**src/rtl/alu_accumulator_ctrl_pkg.sv**
```systemverilog
// Shared constants for the accumulator controller: opcodes, ALU select codes,
// FSM states and saturation limits.
package alu_acc_pkg;

    localparam logic [2:0] OP_LOAD = 3'd0;
    localparam logic [2:0] OP_ADD  = 3'd1;
    localparam logic [2:0] OP_SUB  = 3'd2;
    localparam logic [2:0] OP_OR   = 3'd3;
    localparam logic [2:0] OP_AND  = 3'd4;
    localparam logic [2:0] OP_CLR  = 3'd5;

    localparam logic [1:0] SEL_ADD = 2'b00;
    localparam logic [1:0] SEL_SUB = 2'b01;
    localparam logic [1:0] SEL_OR  = 2'b10;
    localparam logic [1:0] SEL_AND = 2'b11;

    typedef enum logic [1:0] {
        ST_IDLE = 2'd0,
        ST_EXEC = 2'd1,
        ST_RESP = 2'd2
    } state_t;

    // Largest positive two's complement value of a w-bit word.
    function automatic int sat_max_val(input int w);
        return (32'sd1 <<< (w - 32'sd1)) - 32'sd1;
    endfunction

    // Most negative two's complement value of a w-bit word.
    function automatic int sat_min_val(input int w);
        return -(32'sd1 <<< (w - 32'sd1));
    endfunction

endpackage

```
**src/rtl/alu_accumulator_ctrl_sel_decode.sv**
```systemverilog
// Opcode decoder: maps a command opcode onto the ALU select code and
// classifies it as ALU-bound, local (LOAD/CLR) or illegal.
module alu_sel_decode
    import alu_acc_pkg::*;
(
    input  logic [2:0] op,
    output logic [1:0] sel,
    output logic       uses_alu,
    output logic       illegal
);

    // Pure combinational classification of the opcode.
    always_comb begin
        sel      = SEL_ADD;
        uses_alu = 1'b0;
        illegal  = 1'b0;
        case (op)
            OP_ADD:  begin sel = SEL_ADD; uses_alu = 1'b1; end
            OP_SUB:  begin sel = SEL_SUB; uses_alu = 1'b1; end
            OP_OR:   begin sel = SEL_OR;  uses_alu = 1'b1; end
            OP_AND:  begin sel = SEL_AND; uses_alu = 1'b1; end
            OP_LOAD: begin sel = SEL_ADD; uses_alu = 1'b0; end
            OP_CLR:  begin sel = SEL_ADD; uses_alu = 1'b0; end
            default: begin sel = SEL_ADD; illegal  = 1'b1; end
        endcase
    end

endmodule

```
**src/rtl/alu_accumulator_ctrl.sv**
```systemverilog
// Sequences commands through an external combinational ALU, holding a signed
// accumulator and returning each result over a valid/ready handshake.
module alu_accumulator_ctrl
    import alu_acc_pkg::*;
#(
    parameter int DATA_W     = 4,
    parameter int CNT_W      = 8,
    parameter int SAT_ON_OVF = 0
) (
    input  logic              clk,
    input  logic              rst,
    input  logic              cmd_valid,
    output logic              cmd_ready,
    input  logic [2:0]        cmd_op,
    input  logic [DATA_W-1:0] cmd_data,
    output logic [DATA_W-1:0] alu_a,
    output logic [DATA_W-1:0] alu_b,
    output logic [1:0]        alu_sel,
    input  logic [DATA_W-1:0] alu_q,
    input  logic              alu_ovf,
    output logic              res_valid,
    input  logic              res_ready,
    output logic [DATA_W-1:0] res_data,
    output logic              res_ovf,
    output logic              res_err,
    output logic              ovf_sticky,
    input  logic              ovf_clr,
    output logic [CNT_W-1:0]  op_count
);

    localparam logic [DATA_W-1:0] SAT_MAX = DATA_W'(sat_max_val(DATA_W));
    localparam logic [DATA_W-1:0] SAT_MIN = DATA_W'(sat_min_val(DATA_W));

    state_t            state_r;
    logic [DATA_W-1:0] acc_r;
    logic [1:0]        dec_sel_s;
    logic              dec_alu_s;
    logic              dec_illegal_s;
    logic              ovf_eff_s;
    logic [DATA_W-1:0] exec_acc_s;

    alu_sel_decode u_dec (
        .op       (cmd_op),
        .sel      (dec_sel_s),
        .uses_alu (dec_alu_s),
        .illegal  (dec_illegal_s)
    );

    // Accumulator update from the ALU; logic ops can never overflow.
    always_comb begin
        ovf_eff_s  = 1'b0;
        exec_acc_s = acc_r;
        if ((alu_sel == SEL_ADD) || (alu_sel == SEL_SUB)) begin
            ovf_eff_s = alu_ovf;
        end else begin
            ovf_eff_s = 1'b0;
        end
        if (!ovf_eff_s) begin
            exec_acc_s = alu_q;
        end else if (SAT_ON_OVF != 0) begin
            exec_acc_s = alu_a[DATA_W-1] ? SAT_MIN : SAT_MAX;
        end else begin
            exec_acc_s = acc_r;
        end
    end

    // Command FSM, accumulator, result registers and status counters.
    always_ff @(posedge clk) begin
        if (rst) begin
            state_r    <= ST_IDLE;
            acc_r      <= {DATA_W{1'b0}};
            alu_a      <= {DATA_W{1'b0}};
            alu_b      <= {DATA_W{1'b0}};
            alu_sel    <= SEL_ADD;
            cmd_ready  <= 1'b1;
            res_valid  <= 1'b0;
            res_data   <= {DATA_W{1'b0}};
            res_ovf    <= 1'b0;
            res_err    <= 1'b0;
            ovf_sticky <= 1'b0;
            op_count   <= {CNT_W{1'b0}};
        end else begin
            if (ovf_clr) begin
                ovf_sticky <= 1'b0;
            end
            case (state_r)
                ST_IDLE: begin
                    if (cmd_valid) begin
                        cmd_ready <= 1'b0;
                        if (dec_alu_s) begin
                            alu_a   <= acc_r;
                            alu_b   <= cmd_data;
                            alu_sel <= dec_sel_s;
                            state_r <= ST_EXEC;
                        end else begin
                            res_valid <= 1'b1;
                            res_ovf   <= 1'b0;
                            res_err   <= dec_illegal_s;
                            state_r   <= ST_RESP;
                            if (dec_illegal_s) begin
                                res_data <= acc_r;
                            end else if (cmd_op == OP_CLR) begin
                                acc_r    <= {DATA_W{1'b0}};
                                res_data <= {DATA_W{1'b0}};
                            end else begin
                                acc_r    <= cmd_data;
                                res_data <= cmd_data;
                            end
                        end
                    end
                end
                ST_EXEC: begin
                    acc_r     <= exec_acc_s;
                    res_data  <= exec_acc_s;
                    res_ovf   <= ovf_eff_s;
                    res_err   <= 1'b0;
                    res_valid <= 1'b1;
                    if (ovf_eff_s) begin
                        ovf_sticky <= 1'b1;
                    end
                    state_r <= ST_RESP;
                end
                ST_RESP: begin
                    if (res_ready) begin
                        res_valid <= 1'b0;
                        op_count  <= op_count + CNT_W'(1'b1);
                        cmd_ready <= 1'b1;
                        state_r   <= ST_IDLE;
                    end
                end
                default: begin
                    res_valid <= 1'b0;
                    cmd_ready <= 1'b1;
                    state_r   <= ST_IDLE;
                end
            endcase
        end
    end

endmodule

```
**config.mk**
```make
export PLATFORM = sky130hd
export DESIGN_NAME = alu_accumulator_ctrl
export DESIGN_NICKNAME = d
export VERILOG_FILES = /design/src/rtl/alu_accumulator_ctrl_pkg.sv /design/src/rtl/alu_accumulator_ctrl_sel_decode.sv /design/src/rtl/alu_accumulator_ctrl.sv
export SDC_FILE = /design/constraint.sdc
export NUM_CORES = 1
export LEC_CHECK = 0
export ABC_CLOCK_PERIOD_IN_PS = 1500
export BUFFER_PORTS_ARGS = -buffer_cell sky130_fd_sc_hd__buf_4
export CAP_MARGIN = 20
export CORE_AREA = 2 2 54 66
export CTS_BUF_LIST = sky130_fd_sc_hd__clkbuf_16
export CTS_CLUSTER_SIZE = 25
export DETAILED_ROUTE_END_ITERATION = 8
export DIE_AREA = 0 0 56 68
export PLACE_DENSITY_LB_ADDON = 0.08
export SYNTH_ARGS = -nofsm -noshare
export SYNTH_HDL_FRONTEND = slang
export SYNTH_SLANG_ARGS = --single-unit
export TNS_END_PERCENT = 100
```
**constraint.sdc**
```tcl
create_clock -name clk -period 1.5 [get_ports clk]
set_input_delay 0.45 -clock clk [delete_from_list [all_inputs] [get_ports clk]]
set_output_delay 0.45 -clock clk [all_outputs]
set_load 0.1 [all_outputs]
```
==> results.sh <==
export IMPL_htreeDepth=2
export IMPL_clockRootBuffer="clkbuf_16"
export IMPL_grt_pass1_vias=1319
export IMPL_num_rows=23
export IMPL_yosysUniqueCellTypes=43
export IMPL_regArea_um2=598
export IMPL_synthCells=156
export IMPL_power_frac_seq_pct=31.1
export IMPL_antenna_left=0
export IMPL_p_sw_uw=763
export IMPL_path_buf_inv=1
export IMPL_crit_path_cell_trace="buf_4"
export IMPL_dpl_worst_slack_ps=-25.1
export IMPL_crit_arrival_ps=960
export IMPL_power_internal_mw=1.93
export IMPL_setup_ws_ps=86.9
export IMPL_vias=1399
export IMPL_area_growth_syn_to_layout_pct=46.8
export IMPL_dieArea_mm2=0.00381
export IMPL_grt_start_max_net_pins=18
export IMPL_num_fill_cells=273
export IMPL_synth_seq_cells=29
export IMPL_worst_pin_slew_ps=364
export IMPL_grt_antenna_before_repair=0
export IMPL_grt_overflow=0
export IMPL_cts_path_max_buffers=2
export IMPL_clk_latency_ps=270
export IMPL_routed_wirelength_um=3720
export IMPL_clock_skew_ps=3.80
export IMPL_combPwrFrac_pct=20.9
export IMPL_ir_drop_v=0.00140
export IMPL_final_nets=228
export IMPL_dr_pass1_iters=4
export IMPL_rsz0062_at_grt="no"
export IMPL_synth_area_mm2=0.00139
export IMPL_grtUsageTotal_pct=20.3
export IMPL_fmaxAchievable_mhz=708
export IMPL_cts_buffers=5
export IMPL_cts_tree="yes"
export IMPL_yosys_warnings=0
export IMPL_die_h_um=68
export IMPL_path_max_fanout=7
export IMPL_cts_sinks=29
export IMPL_syn_nets=174
export IMPL_endpoint_kind="output pin"
export IMPL_cp_required_ps=1050
export IMPL_ys_seq_area_share_pct=41.8
export IMPL_diodes=0
export IMPL_start_kind="register"
export IMPL_status="finished, final reports clean"
export IMPL_place_gp_congestion=0.787
export IMPL_final_util_pct=63.3
export IMPL_whs_ps=428
export IMPL_tns_ps=0
export IMPL_die_width_um=56
export IMPL_crit_type="reg -> out"
export IMPL_max_stage_delay_ps=380
export IMPL_critPathTopFamily="flip-flops"
export IMPL_syn_avg_cell_area_um2=8.91
export IMPL_drtIter0Drc=46
export IMPL_hold_class="in -> reg"
export IMPL_leakagePower_nw=0.885
export IMPL_yosysTopAreaCell="dfxtp_1"
export IMPL_hpwl_um=2790
export IMPL_setup_viol=0
export IMPL_clock_power_share_pct=48.0
export IMPL_fin_crit_ps=1410
export IMPL_p_sw_share_pct=28.3
export IMPL_start_util_pct=43.1
export IMPL_cp_slowest_cell="dfxtp_2"
export IMPL_finalCritPeriodShare_pct=94.2
export IMPL_core_area_mm2=0.00322
export IMPL_pin_count=44
export IMPL_synth_area_leaders="dfxtp_1 42%, mux2i_1 6.5%, nand2_1 5.4%"
export IMPL_post_cts_buffers=0
export IMPL_slew_headroom_pct=75.7
export IMPL_final_hold_viol_count=0
export IMPL_drive_gt1_share_pct=37.9
export IMPL_grt_first_pass_wirelength_um=5930
export IMPL_vias_per_cell=5.64
export IMPL_maxSlewViolCount=0
export IMPL_path_clk_slew_ps=50
export IMPL_synth_top_area_share_pct=41.8
export IMPL_drc=0
export IMPL_cap_violations=0
export IMPL_portBuffers=43
export IMPL_power_density_mw_per_mm2=1320
export IMPL_routedWlPerCell_um=15.0
export IMPL_multi_input_comb_area_um2=756
## metal layers
layer	vias to the layer above	track usage, %	part of all wire, %
met4	0	10.1	2.5
met1	654	21.7	41
met2	57	36.9	50
met5	-	0	0
li1	677	-	-
met3	11	5.67	6.6
## area by class of cell
class	count	share of cell area (%)
Multi-Input combinational cell	113	37.0
Sequential cell	29	29.3
Timing Repair Buffer	59	21.7
Clock buffer	5	6.13
Clock inverter	3	3.19
Tap cell	37	2.27
Inverter	2	0.368
## through the flow
step	power [mW]	area (um^2)	cells
after CTS	2.71	2030	248
final	2.69	2040	248
after global routing	2.77	2040	248
after floorplan	1.25	1410	156
after global placement	1.40	1840	240
after detailed placement	1.41	1840	240
## power groups by stage
stage	Clock [mW]	Sequential, mW	Combinational, mW
global route	1.33	0.843	0.593
floorplan	0	1.09	0.166
CTS	1.31	0.839	0.559
global placement	0	0.853	0.547
detailed placement	0	0.854	0.557
finish	1.29	0.838	0.563
## repair_timing
| item | CTS | global route |
|---|---|---|
| resized for setup | 0 | 2 |
| hold buffers | 0 | 0 |
| endpoints found under the setup margin | 0 | 4 |
## cells in the mapped netlist
cell type / n
a211oi_1: 1
a21oi_1: 12
a221oi_1: 4
a22o_1: 1
a22oi_1: 1
a31oi_1: 5
a41oi_1: 1
and2_1: 1
and3b_1: 5
buf_1: 1
buf_2: 2
buf_4: 1
buf_6: 1
clkbuf_1: 7
dfxtp_1: 29
ha_1: 1
inv_1: 2
mux2i_1: 9
nand2_1: 20
nand2b_1: 2
nand3_1: 2
nand3b_1: 2
nand3b_4: 1
nand4_1: 2
nand4b_1: 2
nor2_1: 7
nor2b_1: 4
nor3_1: 1
nor3b_1: 1
nor3b_2: 1
nor4b_1: 1
o21a_1: 2
o21ai_0: 8
o21ba_2: 1
o22ai_1: 1
o311a_1: 1
o31ai_1: 2
o41ai_1: 1
or3_1: 3
or4_1: 2
or4b_1: 1
xnor2_1: 1
xor2_1: 3
## registers in the layout, summed over array words and instances (netlist names)
| register | flops |
|---|---|
| res_err | 1 |
| acc_r | 4 |
| alu_a | 4 |
| res_ovf | 1 |
| cmd_ready | 1 |
| alu_b | 4 |
| alu_sel | 2 |
| ovf_sticky | 1 |
| res_valid | 1 |
| state_r | 2 |
| op_count | 8 |
## final timing paths
kind                                          startpoint                 endpoint  slack, ps  depth (start not counted)
worst min-delay path                           cmd_op[0]  alu_sel[0]$_SDFFE_PP0P_        430                          2
worst min register to register     alu_b[0]$_SDFFE_PP0P_    alu_b[0]$_SDFFE_PP0P_        460                          2
worst max-delay path            op_count[3]$_SDFFE_PP0P_              op_count[3]         90                          1
worst max register to register   state_r[0]$_SDFFE_PP0P_    acc_r[1]$_SDFFE_PP0P_         90                          4
## placed cells by master, fill, tap and decap left out, drive strengths merged, types with 2 or more instances in the layout
cell and instances:
dfxtp 29, nor3b 2, xor2 3, clkbuf 5, a221oi 4, or3 3, or4 2, nand2b 2
nor2b 4, buf 59, nand3b 3, a31oi 5, bufinv 2, inv 2, nand2 20, o31ai 2
nand3 2, nand4 2, o21ai 8, o21a 2, a21oi 12, and3b 5, nand4b 2, nor2 7
mux2i 9
## cells by family (layout without fill, tap and decap cells)
group / count (synthesis) / count (layout) / share of synthesized area (%)
adders and majority gates: 1 / 1 / 0.900
and+or+nand+nor: 58 / 58 / 24.6
AOI/OAI and AO/OA: 41 / 41 / 19.0
buffers and inverters: 14 / 69 / 4.77
xor gates and xnor gates: 4 / 4 / 2.52
DFF: 29 / 29 / 41.8
muxes: 9 / 9 / 6.48
Power figures use the tool's default switching activity.
